### src/rtl/motor_pkg.sv
// motor_pkg: shared encodings and helpers for the motor drive sequencer.
// Command and state enums, preset selection and the saturating ramp step.
package motor_pkg;

  typedef enum logic [2:0] {
    CMD_STOP  = 3'd0,
    CMD_FWD   = 3'd1,
    CMD_REV   = 3'd2,
    CMD_RIGHT = 3'd3,
    CMD_LEFT  = 3'd4
  } cmd_e;

  typedef enum logic [1:0] {
    ST_HOLD,
    ST_RAMP,
    ST_BRAKE,
    ST_DEAD
  } state_e;

  // Which preset duty a side should head for.
  typedef enum logic [1:0] {
    SEL_ZERO,
    SEL_FWD,
    SEL_HI,
    SEL_LO
  } sel_e;

  typedef struct packed {
    sel_e l;
    sel_e r;
    logic dir;
    logic err;
  } preset_t;

  // Map a command code to per-side presets and direction.
  // STOP and illegal codes keep the current direction.
  function automatic preset_t cmd_preset(
    input logic [2:0] c,
    input logic       cur_dir
  );
    preset_t p;
    p.l   = SEL_ZERO;
    p.r   = SEL_ZERO;
    p.dir = cur_dir;
    p.err = 1'b0;
    case (c)
      CMD_STOP: ;
      CMD_FWD: begin
        p.l   = SEL_FWD;
        p.r   = SEL_FWD;
        p.dir = 1'b1;
      end
      CMD_REV: begin
        p.l   = SEL_FWD;
        p.r   = SEL_FWD;
        p.dir = 1'b0;
      end
      CMD_RIGHT: begin
        p.l   = SEL_HI;
        p.r   = SEL_LO;
        p.dir = 1'b1;
      end
      CMD_LEFT: begin
        p.l   = SEL_LO;
        p.r   = SEL_HI;
        p.dir = 1'b1;
      end
      default: p.err = 1'b1;
    endcase
    return p;
  endfunction

  // Move d toward t by at most s, landing exactly on t.
  // The difference is taken one bit wider so it never wraps.
  function automatic logic [31:0] ramp_step(
    input logic [31:0] d,
    input logic [31:0] t,
    input logic [31:0] s
  );
    logic [32:0] diff;
    logic [31:0] r;
    if (t >= d) begin
      diff = {1'b0, t} - {1'b0, d};
      r    = (diff <= {1'b0, s}) ? t : d + s;
    end else begin
      diff = {1'b0, d} - {1'b0, t};
      r    = (diff <= {1'b0, s}) ? t : d - s;
    end
    return r;
  endfunction

endpackage

### src/rtl/motor_drive_sequencer_pwm_channel.sv
// pwm_channel: one side's duty register, ramp step and PWM compare.
// Duty moves only on period_tick so each period sees a single value.
module pwm_channel
  import motor_pkg::*;
#(
  parameter int CW        = 20,
  parameter int PERIOD    = 1000000,
  parameter int RAMP_STEP = 50000
) (
  input  logic          clk,
  input  logic          rst,
  input  logic [CW-1:0] cnt,
  input  logic          tick,
  input  logic          clr,
  input  logic [CW-1:0] target,
  output logic [CW-1:0] duty,
  output logic [CW-1:0] duty_nxt,
  output logic          pwm
);

  localparam int CW1 = CW + 1;
  localparam logic [CW:0] PER = CW1'(PERIOD);

  logic [CW-1:0] duty_q, duty_d;
  logic [CW:0]   duty_c;
  logic          pwm_q, pwm_d;

  // Duty after one ramp step toward the target.
  assign duty_nxt = CW'(ramp_step(32'(duty_q), 32'(target), 32'(RAMP_STEP)));

  // Next duty and clamped compare for the output register.
  always_comb begin
    duty_d = duty_q;
    if (clr) begin
      duty_d = '0;
    end else if (tick) begin
      duty_d = duty_nxt;
    end
    duty_c = ({1'b0, duty_q} >= PER) ? PER : {1'b0, duty_q};
    pwm_d  = ({1'b0, cnt} < duty_c);
  end

  // Duty and PWM registers.
  always_ff @(posedge clk or posedge rst) begin
    if (rst) begin
      duty_q <= '0;
      pwm_q  <= 1'b0;
    end else begin
      duty_q <= duty_d;
      pwm_q  <= pwm_d;
    end
  end

  assign duty = duty_q;
  assign pwm  = pwm_q;

endmodule

### src/rtl/motor_drive_sequencer.sv
// motor_drive_sequencer: command handshake, ramp/brake/dead-time FSM
// and the shared PWM period counter driving two pwm_channel sides.
module motor_drive_sequencer
  import motor_pkg::*;
#(
  parameter int CW           = 20,
  parameter int PERIOD       = 1000000,
  parameter int DUTY_FWD     = 750000,
  parameter int DUTY_HI      = 800000,
  parameter int DUTY_LO      = 400000,
  parameter int RAMP_STEP    = 50000,
  parameter int DEAD_PERIODS = 2
) (
  input  logic          clk,
  input  logic          rst,
  input  logic [2:0]    cmd,
  input  logic          cmd_valid,
  output logic          cmd_ready,
  output logic          cmd_err,
  output logic          pwm_l,
  output logic          pwm_r,
  output logic          dir_l,
  output logic          dir_r,
  output logic [CW-1:0] duty_l,
  output logic [CW-1:0] duty_r,
  output logic          busy,
  output logic          period_tick
);

  localparam logic [CW-1:0] LAST = CW'(PERIOD - 1);
  localparam logic [CW-1:0] D_FWD = CW'(DUTY_FWD);
  localparam logic [CW-1:0] D_HI = CW'(DUTY_HI);
  localparam logic [CW-1:0] D_LO = CW'(DUTY_LO);
  localparam int DW = $clog2(DEAD_PERIODS + 1);
  localparam logic [DW-1:0] DEAD_LAST = DW'(DEAD_PERIODS - 1);

  function automatic logic [CW-1:0] sel_val(input sel_e s);
    logic [CW-1:0] v;
    unique case (s)
      SEL_FWD: v = D_FWD;
      SEL_HI:  v = D_HI;
      SEL_LO:  v = D_LO;
      default: v = '0;
    endcase
    return v;
  endfunction

  logic [CW-1:0] cnt_q, cnt_d;
  state_e        state_q, state_d;
  logic [CW-1:0] tgt_l_q, tgt_l_d;
  logic [CW-1:0] tgt_r_q, tgt_r_d;
  logic          tgt_dir_q, tgt_dir_d;
  logic          dir_q, dir_d;
  logic [DW-1:0] dead_q, dead_d;
  logic          err_q, err_d;

  logic          tick;
  logic          accept;
  preset_t       p;
  logic [CW-1:0] new_l, new_r;
  logic          dir_chg;
  logic          duties_zero;
  logic [CW-1:0] ch_tgt_l, ch_tgt_r;
  logic [CW-1:0] nxt_l, nxt_r;
  logic          at_tgt;
  logic          clr;

  assign tick        = (cnt_q == LAST);
  assign cmd_ready   = (state_q == ST_HOLD) || (state_q == ST_RAMP);
  assign accept      = cmd_valid && cmd_ready;
  assign p           = cmd_preset(cmd, dir_q);
  assign new_l       = sel_val(p.l);
  assign new_r       = sel_val(p.r);
  assign dir_chg     = (p.dir != dir_q);
  assign duties_zero = (duty_l == '0) && (duty_r == '0);

  // Braking heads for zero; otherwise the channels chase the targets.
  assign ch_tgt_l = (state_q == ST_BRAKE) ? '0 : tgt_l_q;
  assign ch_tgt_r = (state_q == ST_BRAKE) ? '0 : tgt_r_q;
  assign at_tgt   = (nxt_l == ch_tgt_l) && (nxt_r == ch_tgt_r);
  assign clr      = (state_d == ST_DEAD);

  // Free-running period counter.
  always_comb begin
    cnt_d = tick ? '0 : cnt_q + CW'(1);
  end

  // Next-state, target capture, direction and dead-time counting.
  always_comb begin
    state_d   = state_q;
    tgt_l_d   = tgt_l_q;
    tgt_r_d   = tgt_r_q;
    tgt_dir_d = tgt_dir_q;
    dir_d     = dir_q;
    dead_d    = dead_q;
    err_d     = 1'b0;
    unique case (state_q)
      ST_HOLD, ST_RAMP: begin
        if (accept) begin
          tgt_l_d   = new_l;
          tgt_r_d   = new_r;
          tgt_dir_d = p.dir;
          err_d     = p.err;
          if (!dir_chg) begin
            state_d = ST_RAMP;
          end else if (duties_zero) begin
            state_d = ST_DEAD;
            dir_d   = p.dir;
            dead_d  = '0;
          end else begin
            state_d = ST_BRAKE;
          end
        end else if (state_q == ST_RAMP && tick && at_tgt) begin
          state_d = ST_HOLD;
        end
      end
      ST_BRAKE: begin
        if (tick && at_tgt) begin
          state_d = ST_DEAD;
          dir_d   = tgt_dir_q;
          dead_d  = '0;
        end
      end
      ST_DEAD: begin
        if (tick) begin
          if (dead_q == DEAD_LAST) begin
            state_d = ST_RAMP;
          end else begin
            dead_d = dead_q + DW'(1);
          end
        end
      end
    endcase
  end

  // Sequencer state registers.
  always_ff @(posedge clk or posedge rst) begin
    if (rst) begin
      cnt_q     <= '0;
      state_q   <= ST_HOLD;
      tgt_l_q   <= '0;
      tgt_r_q   <= '0;
      tgt_dir_q <= 1'b1;
      dir_q     <= 1'b1;
      dead_q    <= '0;
      err_q     <= 1'b0;
    end else begin
      cnt_q     <= cnt_d;
      state_q   <= state_d;
      tgt_l_q   <= tgt_l_d;
      tgt_r_q   <= tgt_r_d;
      tgt_dir_q <= tgt_dir_d;
      dir_q     <= dir_d;
      dead_q    <= dead_d;
      err_q     <= err_d;
    end
  end

  pwm_channel #(
    .CW        (CW),
    .PERIOD    (PERIOD),
    .RAMP_STEP (RAMP_STEP)
  ) u_left (
    .clk      (clk),
    .rst      (rst),
    .cnt      (cnt_q),
    .tick     (tick),
    .clr      (clr),
    .target   (ch_tgt_l),
    .duty     (duty_l),
    .duty_nxt (nxt_l),
    .pwm      (pwm_l)
  );

  pwm_channel #(
    .CW        (CW),
    .PERIOD    (PERIOD),
    .RAMP_STEP (RAMP_STEP)
  ) u_right (
    .clk      (clk),
    .rst      (rst),
    .cnt      (cnt_q),
    .tick     (tick),
    .clr      (clr),
    .target   (ch_tgt_r),
    .duty     (duty_r),
    .duty_nxt (nxt_r),
    .pwm      (pwm_r)
  );

  assign cmd_err     = err_q;
  assign dir_l       = dir_q;
  assign dir_r       = dir_q;
  assign busy        = (state_q != ST_HOLD);
  assign period_tick = tick;

endmodule

### config.mk
export PLATFORM = sky130hd
export DESIGN_NAME = motor_drive_sequencer
export DESIGN_NICKNAME = d
export VERILOG_FILES = /design/src/rtl/motor_pkg.sv /design/src/rtl/motor_drive_sequencer_pwm_channel.sv /design/src/rtl/motor_drive_sequencer.sv
export SDC_FILE = /design/constraint.sdc
export NUM_CORES = 1
export LEC_CHECK = 0
export CAP_MARGIN = 20
export CORE_UTILIZATION = 50
export CTS_CLUSTER_DIAMETER = 200
export DETAILED_ROUTE_END_ITERATION = 7
export GPL_ROUTABILITY_DRIVEN = 0
export HOLD_SLACK_MARGIN = 0.1
export PLACE_DENSITY = 0.67
export SYNTH_ARGS = -nofsm -noshare
export SYNTH_HDL_FRONTEND = slang
export SYNTH_SLANG_ARGS = --single-unit
### constraint.sdc
create_clock -name clk -period 7.84 [get_ports clk]
set_clock_uncertainty 0.15 [all_clocks]
set_input_delay 1.568 -clock clk [delete_from_list [all_inputs] [get_ports clk]]
set_output_delay 1.568 -clock clk [all_outputs]
set_load 0.01 [all_outputs]
# Yosys cells after proc, flatten, opt, wreduce, memory -nomap -nowiden
# Cells that the tools add are included.
[op_classes] addsub=10 n_lt_le_gt_ge=10 n_eq_ne=25 n_mux=41 reduce_logical=19
[ops] op="$mux 20" n=15
[ops] op="$le 33x16->1 const B" n=4
[ops] op="$pmux 20 s3" n=2
[ops] op="$sub 20x20->21" n=4
[ops] op="$lt 20x21->1" n=2
[ops] op="$add 20x16->20 const B" n=2
[ops] op="$eq 20x20->1" n=2
[ops] op="$ge 20x20->1" n=2
[ops] op="$ge 20x20->1 const B" n=2
[ops] op="$logic_not 20->1" n=2
[ops] op="$sub 20x16->20 const B" n=2
[ops] op="$mux 2" n=12
[ops] op="$add 20x1->20 const B" n=1
[ops] op="$eq 20x20->1 const B" n=1
[ops] op="$pmux 5 s4" n=1
[ops] op="$eq 2x2->1 const B" n=7
[ops] op="$pmux 2 s3" n=2
[ops] op="$ne 2x2->1 const B" n=5
[ops] op="$eq 2x1->1 const B" n=4
[ops] op="$mux 1" n=8
[ops] op="$eq 3x2->1 const B" n=2
[ops] op="$logic_and 1x1->1" n=6
[ops] op="$reduce_and 6->1" n=1
[ops] op="$reduce_bool 2->1" n=3
[ops] op="13 further kinds" n=13
[word_totals] reg_bits=109 inputBits=6 out_inout_bits=48 wordCells=117

# Logic depth before layout (Yosys ltp)
# Gate-level depths: netlist (run 1).
[depth] ltp_word=14 ltp_mapped=25 depth_no_buf=20

# By module
# Synthesis (run 1) repeated with hierarchy kept, for this count alone.
[hier_totals] hier_cells=1660 area_unflattened_um2=12110.4
[by_module_without_submodules] mod="pwm_channel at u_right" instances=1 cells_each=697 area_per_inst_um2=4847.1 seq_area_each_um2=525.5
[by_module_without_submodules] mod="pwm_channel at u_left" instances=1 cells_each=668 area_per_inst_um2=4605.7 seq_area_each_um2=525.5
[by_module_without_submodules] mod="motor_drive_sequencer" instances=1 cells_each=295 area_per_inst_um2=2657.5 seq_area_each_um2=1003.5

# Least setup slack after synthesis (run 1)
# Ideal clock, no wire load.
[synth_path] path_kind="register to register" from="reg state_q[1]" to="reg u_right.duty_q[16] (netlist: u_right.duty[16])" t_arrival_ns=5.903 required_ns=7.548 slack_ns=1.645 path_stages_with_launch=25 n_path_buf=6 cell_sequence="dfrtp_1 > nand2b_2 > buf_6 > buf_2 > buf_2 > buf_1 > nand2_1 > inv_1 > ha_1 > clkbuf_1 > and2_1 > and4_1 > or3_1 > or3_1 > a2111oi_2 > nand4_1 > a311o_1 > o211ai_1 > a2111oi_0 > or4_4 > nor4b_4 > a41oi_2 > a211oi_4 > buf_6 > a221oi_1"
[synth_between] elab_chain_cells=14
[synth_lines] element="start: declaration" line_no="motor_drive_sequencer.sv:49" source="state_e state_q, state_d;"
[synth_lines] element="start signal: assignment" line_no="motor_drive_sequencer.sv:149" source="state_q <= state_d;"
[synth_lines] element="$eq 2x2->1" line_no="motor_drive_sequencer.sv:78, motor_drive_sequencer.sv:79, motor_drive_sequencer.sv:97"
[synth_lines] element="$mux 20 (on tied branches)" line_no="motor_drive_sequencer.sv:78, motor_drive_sequencer.sv:79"
[synth_lines] element="$sub 20x20->21 (on tied branches)" line_no="motor_pkg.sv:86, motor_pkg.sv:83"
[synth_lines] element="$le 33x16->1 (on tied branches)" line_no="motor_pkg.sv:87, motor_pkg.sv:84"
[synth_lines] element="$mux 20 (on tied branches)" line_no="motor_pkg.sv:87, motor_pkg.sv:84"
[synth_lines] element="$mux 20" line_no="motor_pkg.sv:82" source="if (t >= d) begin"
[synth_lines] element="$eq 20x20->1" line_no="motor_drive_sequencer.sv:80" source="assign at_tgt = (nxt_l == ch_tgt_l) && (nxt_r == ch_tgt_r);"
[synth_lines] element="$logic_and 1x1->1" line_no="motor_drive_sequencer.sv:80"
[synth_lines] element="$logic_and 1x1->1" line_no="motor_drive_sequencer.sv:113" source="end else if (state_q == ST_RAMP && tick && at_tgt) begin"
[synth_lines] element="$mux 2" line_no="motor_drive_sequencer.sv:113"
[synth_lines] element="$mux 2" line_no="motor_drive_sequencer.sv:99" source="if (accept) begin"
[synth_lines] element="$pmux 2 s3" line_no="motor_drive_sequencer.sv:97" source="unique case (state_q)"
[synth_lines] element="$eq 2x2->1" line_no="motor_drive_sequencer.sv:81" source="assign clr = (state_d == ST_DEAD);"
[synth_lines] element="$mux 20 / $reduce_bool 2->1 (equally long branches)"
[synth_lines] element="end signal: assignment" line_no="motor_drive_sequencer_pwm_channel.sv:49" source="duty_q <= duty_d;"
[synth_lines] element="end: declaration" line_no="motor_drive_sequencer_pwm_channel.sv:24" source="logic [CW-1:0] duty_q, duty_d;"
# Several ways; a longest one is shown, not always the timed one. The select of a mux whose other input is x is not followed.
# A chain may end at the register's enable or synchronous reset.

# Worst setup path after layout (run 1)
[layout_path] from="reg state_q[1]" to="reg u_right.duty_q[6] (netlist: u_right.duty[6])"
# The elaborated chain is that of the path after synthesis.

==> results of run 1 <==
[worst max-delay path, cell delays in order, from the launching register on]
cell,delay [ns]
dfrtp_1,0.47
nand2b_2,0.54
nand2_1,0.45
clkinv_1,0.29
ha_1,0.23
inv_1,0.06
ha_1,0.20
or4_1,0.47
a21oi_1,0.28
xnor2_1,0.10
a311o_1,0.32
a31o_2,0.21
o311ai_1,0.49
a31o_2,0.49
a2bb2oi_1,0.22
o211ai_1,0.15
or4_4,0.57
nor4b_4,0.39
a41oi_2,0.23
a211oi_4,0.40
buf_12,0.26
a211oi_1,0.07
[final timing paths]
path                       slack (ns)        start              end  depth (start not counted)
setup / recovery                 0.57   state_q[1]  u_right.duty[6]                         21
hold / removal                   0.34  tgt_l_q[18]      tgt_l_q[18]                          2
setup reg to reg                 0.57   state_q[1]  u_right.duty[6]                         21
hold reg to reg                  0.34  tgt_l_q[18]      tgt_l_q[18]                          2
max in group asynchronous        5.39          rst        tgt_dir_q                          4
min in group asynchronous        1.50          rst        cnt_q[10]                          3
[synthesized netlist by cell type (29+ instances only)]
cell | number | area, sq um
a21oi_1 | 116 | 581
dfrtp_1 | 80 | 2000
o211ai_1 | 29 | 218
nand3_1 | 48 | 240
nor2_1 | 149 | 559
ha_1 | 97 | 1210
nor3_1 | 35 | 175
inv_1 | 65 | 244
o21ai_0 | 88 | 440
clkbuf_1 | 64 | 240
nand2_1 | 152 | 571
xnor2_1 | 79 | 692
[power groups by stage]
stage          sequential (uW)  combinational (uW)  clock, uW
3_5_place_dp               530                3110          0
4_1_cts                    522                3130        496
6_report                   526                3250        493
2_1_floorplan              504                2370          0
5_1_grt                    529                3500        511
3_3_place_gp               530                3090          0
[registers in the layout, summed over array words and instances (netlist names)]
name and count:
dead_q 2, u_left.duty 20, u_left.pwm 1, u_right.duty 20, u_right.pwm 1, cmd_err 1, tgt_dir_q 1, state_q 2
dir_l 1, tgt_l_q 7, tgt_r_q 6, cnt_q 20
[area by class of cell]
cell class / instances / area (sq um) / area share [%]
timing repair buffer: 82 / 781 / 6.55
tap: 275 / 344 / 2.89
clock buffer: 9 / 225 / 1.89
inverter: 69 / 260 / 2.18
clock inverter: 7 / 105 / 0.881
multi-input combinational: 1242 / 8160 / 68.4
sequential: 82 / 2050 / 17.2
[kinds of logic after synthesis]
group / Yosys count / share of synthesized area [%]
simple gates: 567 / 25.6
fa+ha+maj: 97 / 11.2
xor+xnor: 105 / 8.47
buf+inv: 158 / 6.01
compound gates: 460 / 28.5
flops: 82 / 18.9
mux: 13 / 1.31
[metal layers]
layer  up-vias  global-route usage [%]
li1       5429                       -
met4         0                    15.9
met5         -                       0
met3       153                    6.06
met2       779                    54.3
met1      5607                    48.7
[cell usage in the layout (no fill, tap or decap), drive strengths merged, types with 7 or more instances in the layout]
cell type / instances
a211o: 7
a211oi: 25
a21boi: 8
a21o: 18
a21oi: 116
a221oi: 18
a22oi: 9
a31oi: 20
a41oi: 7
and2: 22
and3: 16
buf: 29
clkbuf: 9
clkdlybuf4s50: 53
dfrtp: 80
ha: 97
inv: 70
mux2: 10
nand2: 153
nand2b: 24
nand3: 48
nand4: 24
nor2: 149
nor2b: 28
nor3: 35
nor4: 18
o211ai: 29
o21a: 9
o21ai: 93
o22ai: 14
o311ai: 8
o31ai: 10
or3: 18
xnor2: 79
xor2: 26
[metrics by stage]
stage,setup WS (ns),power (uW),cells,hold WS (ns)
after global placement,1.01,3620,1749,0.314
after floorplan,1.64,2870,1482,0.300
after CTS,0.741,4150,1765,0.344
after detailed placement,0.758,3640,1749,0.326
after global routing,0.218,4540,1766,0.375
final,0.569,4270,1766,0.344
==> impl_results.md, run 1 <==
- Status: complete, no violations
- Slew Limit Fails: 0
- Starting DRT DRC Count: 1373
- Final period util: 92.7%
- HP Class: reg2reg
- Share of synthesized flip-flops with an asynchronous set or reset: 100%
- Starting Density: 51.3%
- P_sw: around 2400 uW
- Final setup fails: 0
- Post-synthesis cell type count: 89
- DP HPWL: 29200 um
- Startpoint types: flip-flop
- Vias per inst: about 6.8
- I/O pin total: 54
- Mean Syn Cell Area: 7.32 sq um
- Pleak: 0.00487 uW
- Met2 WL: 16900 um
- Worst EP required: 7.89 ns
- Placeable Area: 21200 sq um
- Port bufs: 53
- Final ANT Viol Nets: 0
- Via count: roughly 12k
- VDD IR max: 0.170 mV
- Final core occ: between 50% and 60%
- Primary FF master, synth: dfrtp_1
- Fill cells: 2013
- Routed wl met3: between 4000 and 5000 um
- Flop pwr share: 12.3%
- Post-CTS Hold Buffers: 0
- Post-synthesis sequential area ratio: 18.9%
- PwrDens: 358 nW/um^2
- Die area: 22300 sq um
- Number of synthesized flops with an enable pin: 0
- Clock share of power: between 10% and 20%
- Arrival @ worst endpoint: ~7.3 ns
- DP Area: roughly 12000 sq um
- Synthesized area: about 11000 sq um
- Num CTS Buffers: 9
- FP Rows: 53
- Slew HR: 21.9%
- Root Driver: clkbuf_16
- RSZ-0062 raised after global routing: false
- Final hold vios: 0
- Synth Net Count: 1585
- Switching share of total power: 55.1%
- Endpoint class of the critical path: flip-flop
- Critical-path maximum fanout: 36
- Initial antenna violation count: 0
- MaxCap Viol Count: 0
- PostCTS Resize Cnt: 0
- CTS tree: built
- Post-Route M1 WL: 16400 um
- Wire per inst: 22.2 um
- Seq cells post-synth: 82
- Synth warn: 0
- Combinational power share: 76.2%
- ANT cells: 0
- Fin Setup TNS: 0 ns
- Total Routed Length: 39200 um
- Residual DRC count: 0
- Min Tclk post-route: 7.27 ns
- Pint: between 1500 and 2000 uW
- CTS Sinks: between 80 and 90
- Cells after Synth: approximately 1.5k
- Chip Width: 149 um
- Postcts setup bufs: 0
- Total track usage: 35.5%
- Clock Latency Late Sink: 0.36 ns
- Fmax: 0.138 GHz
- Max layer used: met4
- Final Cell Area: 11900 sq um
- First-pass GRT wire length: 61600 um
- CTS clk-pin slew, worst paths: 0.07 ns
- Die height: 149 um
- Layout cell share with drive strength beyond 1: 5.70%
- Fin nets: about 1.6k
- Largest net degree at the start of global routing: 83
- Vias in the first global route: 11.1k
- DRT Pass-1 Iters: 6
- H-Tree Depth: 3
- GRT overflow: 0
- Area grow syn2layout: 9.89%
- Measured slew at the worst slew-check pin: 1.15 ns
- Critical path class: reg2reg
- Max clock buf depth: 2
(Power assumes the default switching activity.)
==> inputs of run 2 (changes only) <==
--- a/config.mk
+++ b/config.mk
@@ -12,6 +12,7 @@
 export GPL_ROUTABILITY_DRIVEN = 0
 export HOLD_SLACK_MARGIN = 0.1
 export PLACE_DENSITY = 0.67
+export SLEW_MARGIN = 5
 export SYNTH_ARGS = -nofsm -noshare
 export SYNTH_HDL_FRONTEND = slang
 export SYNTH_SLANG_ARGS = --single-unit
==> results of run 2 <==
The final DEF is identical to that of run 1; final timing and power are the same.
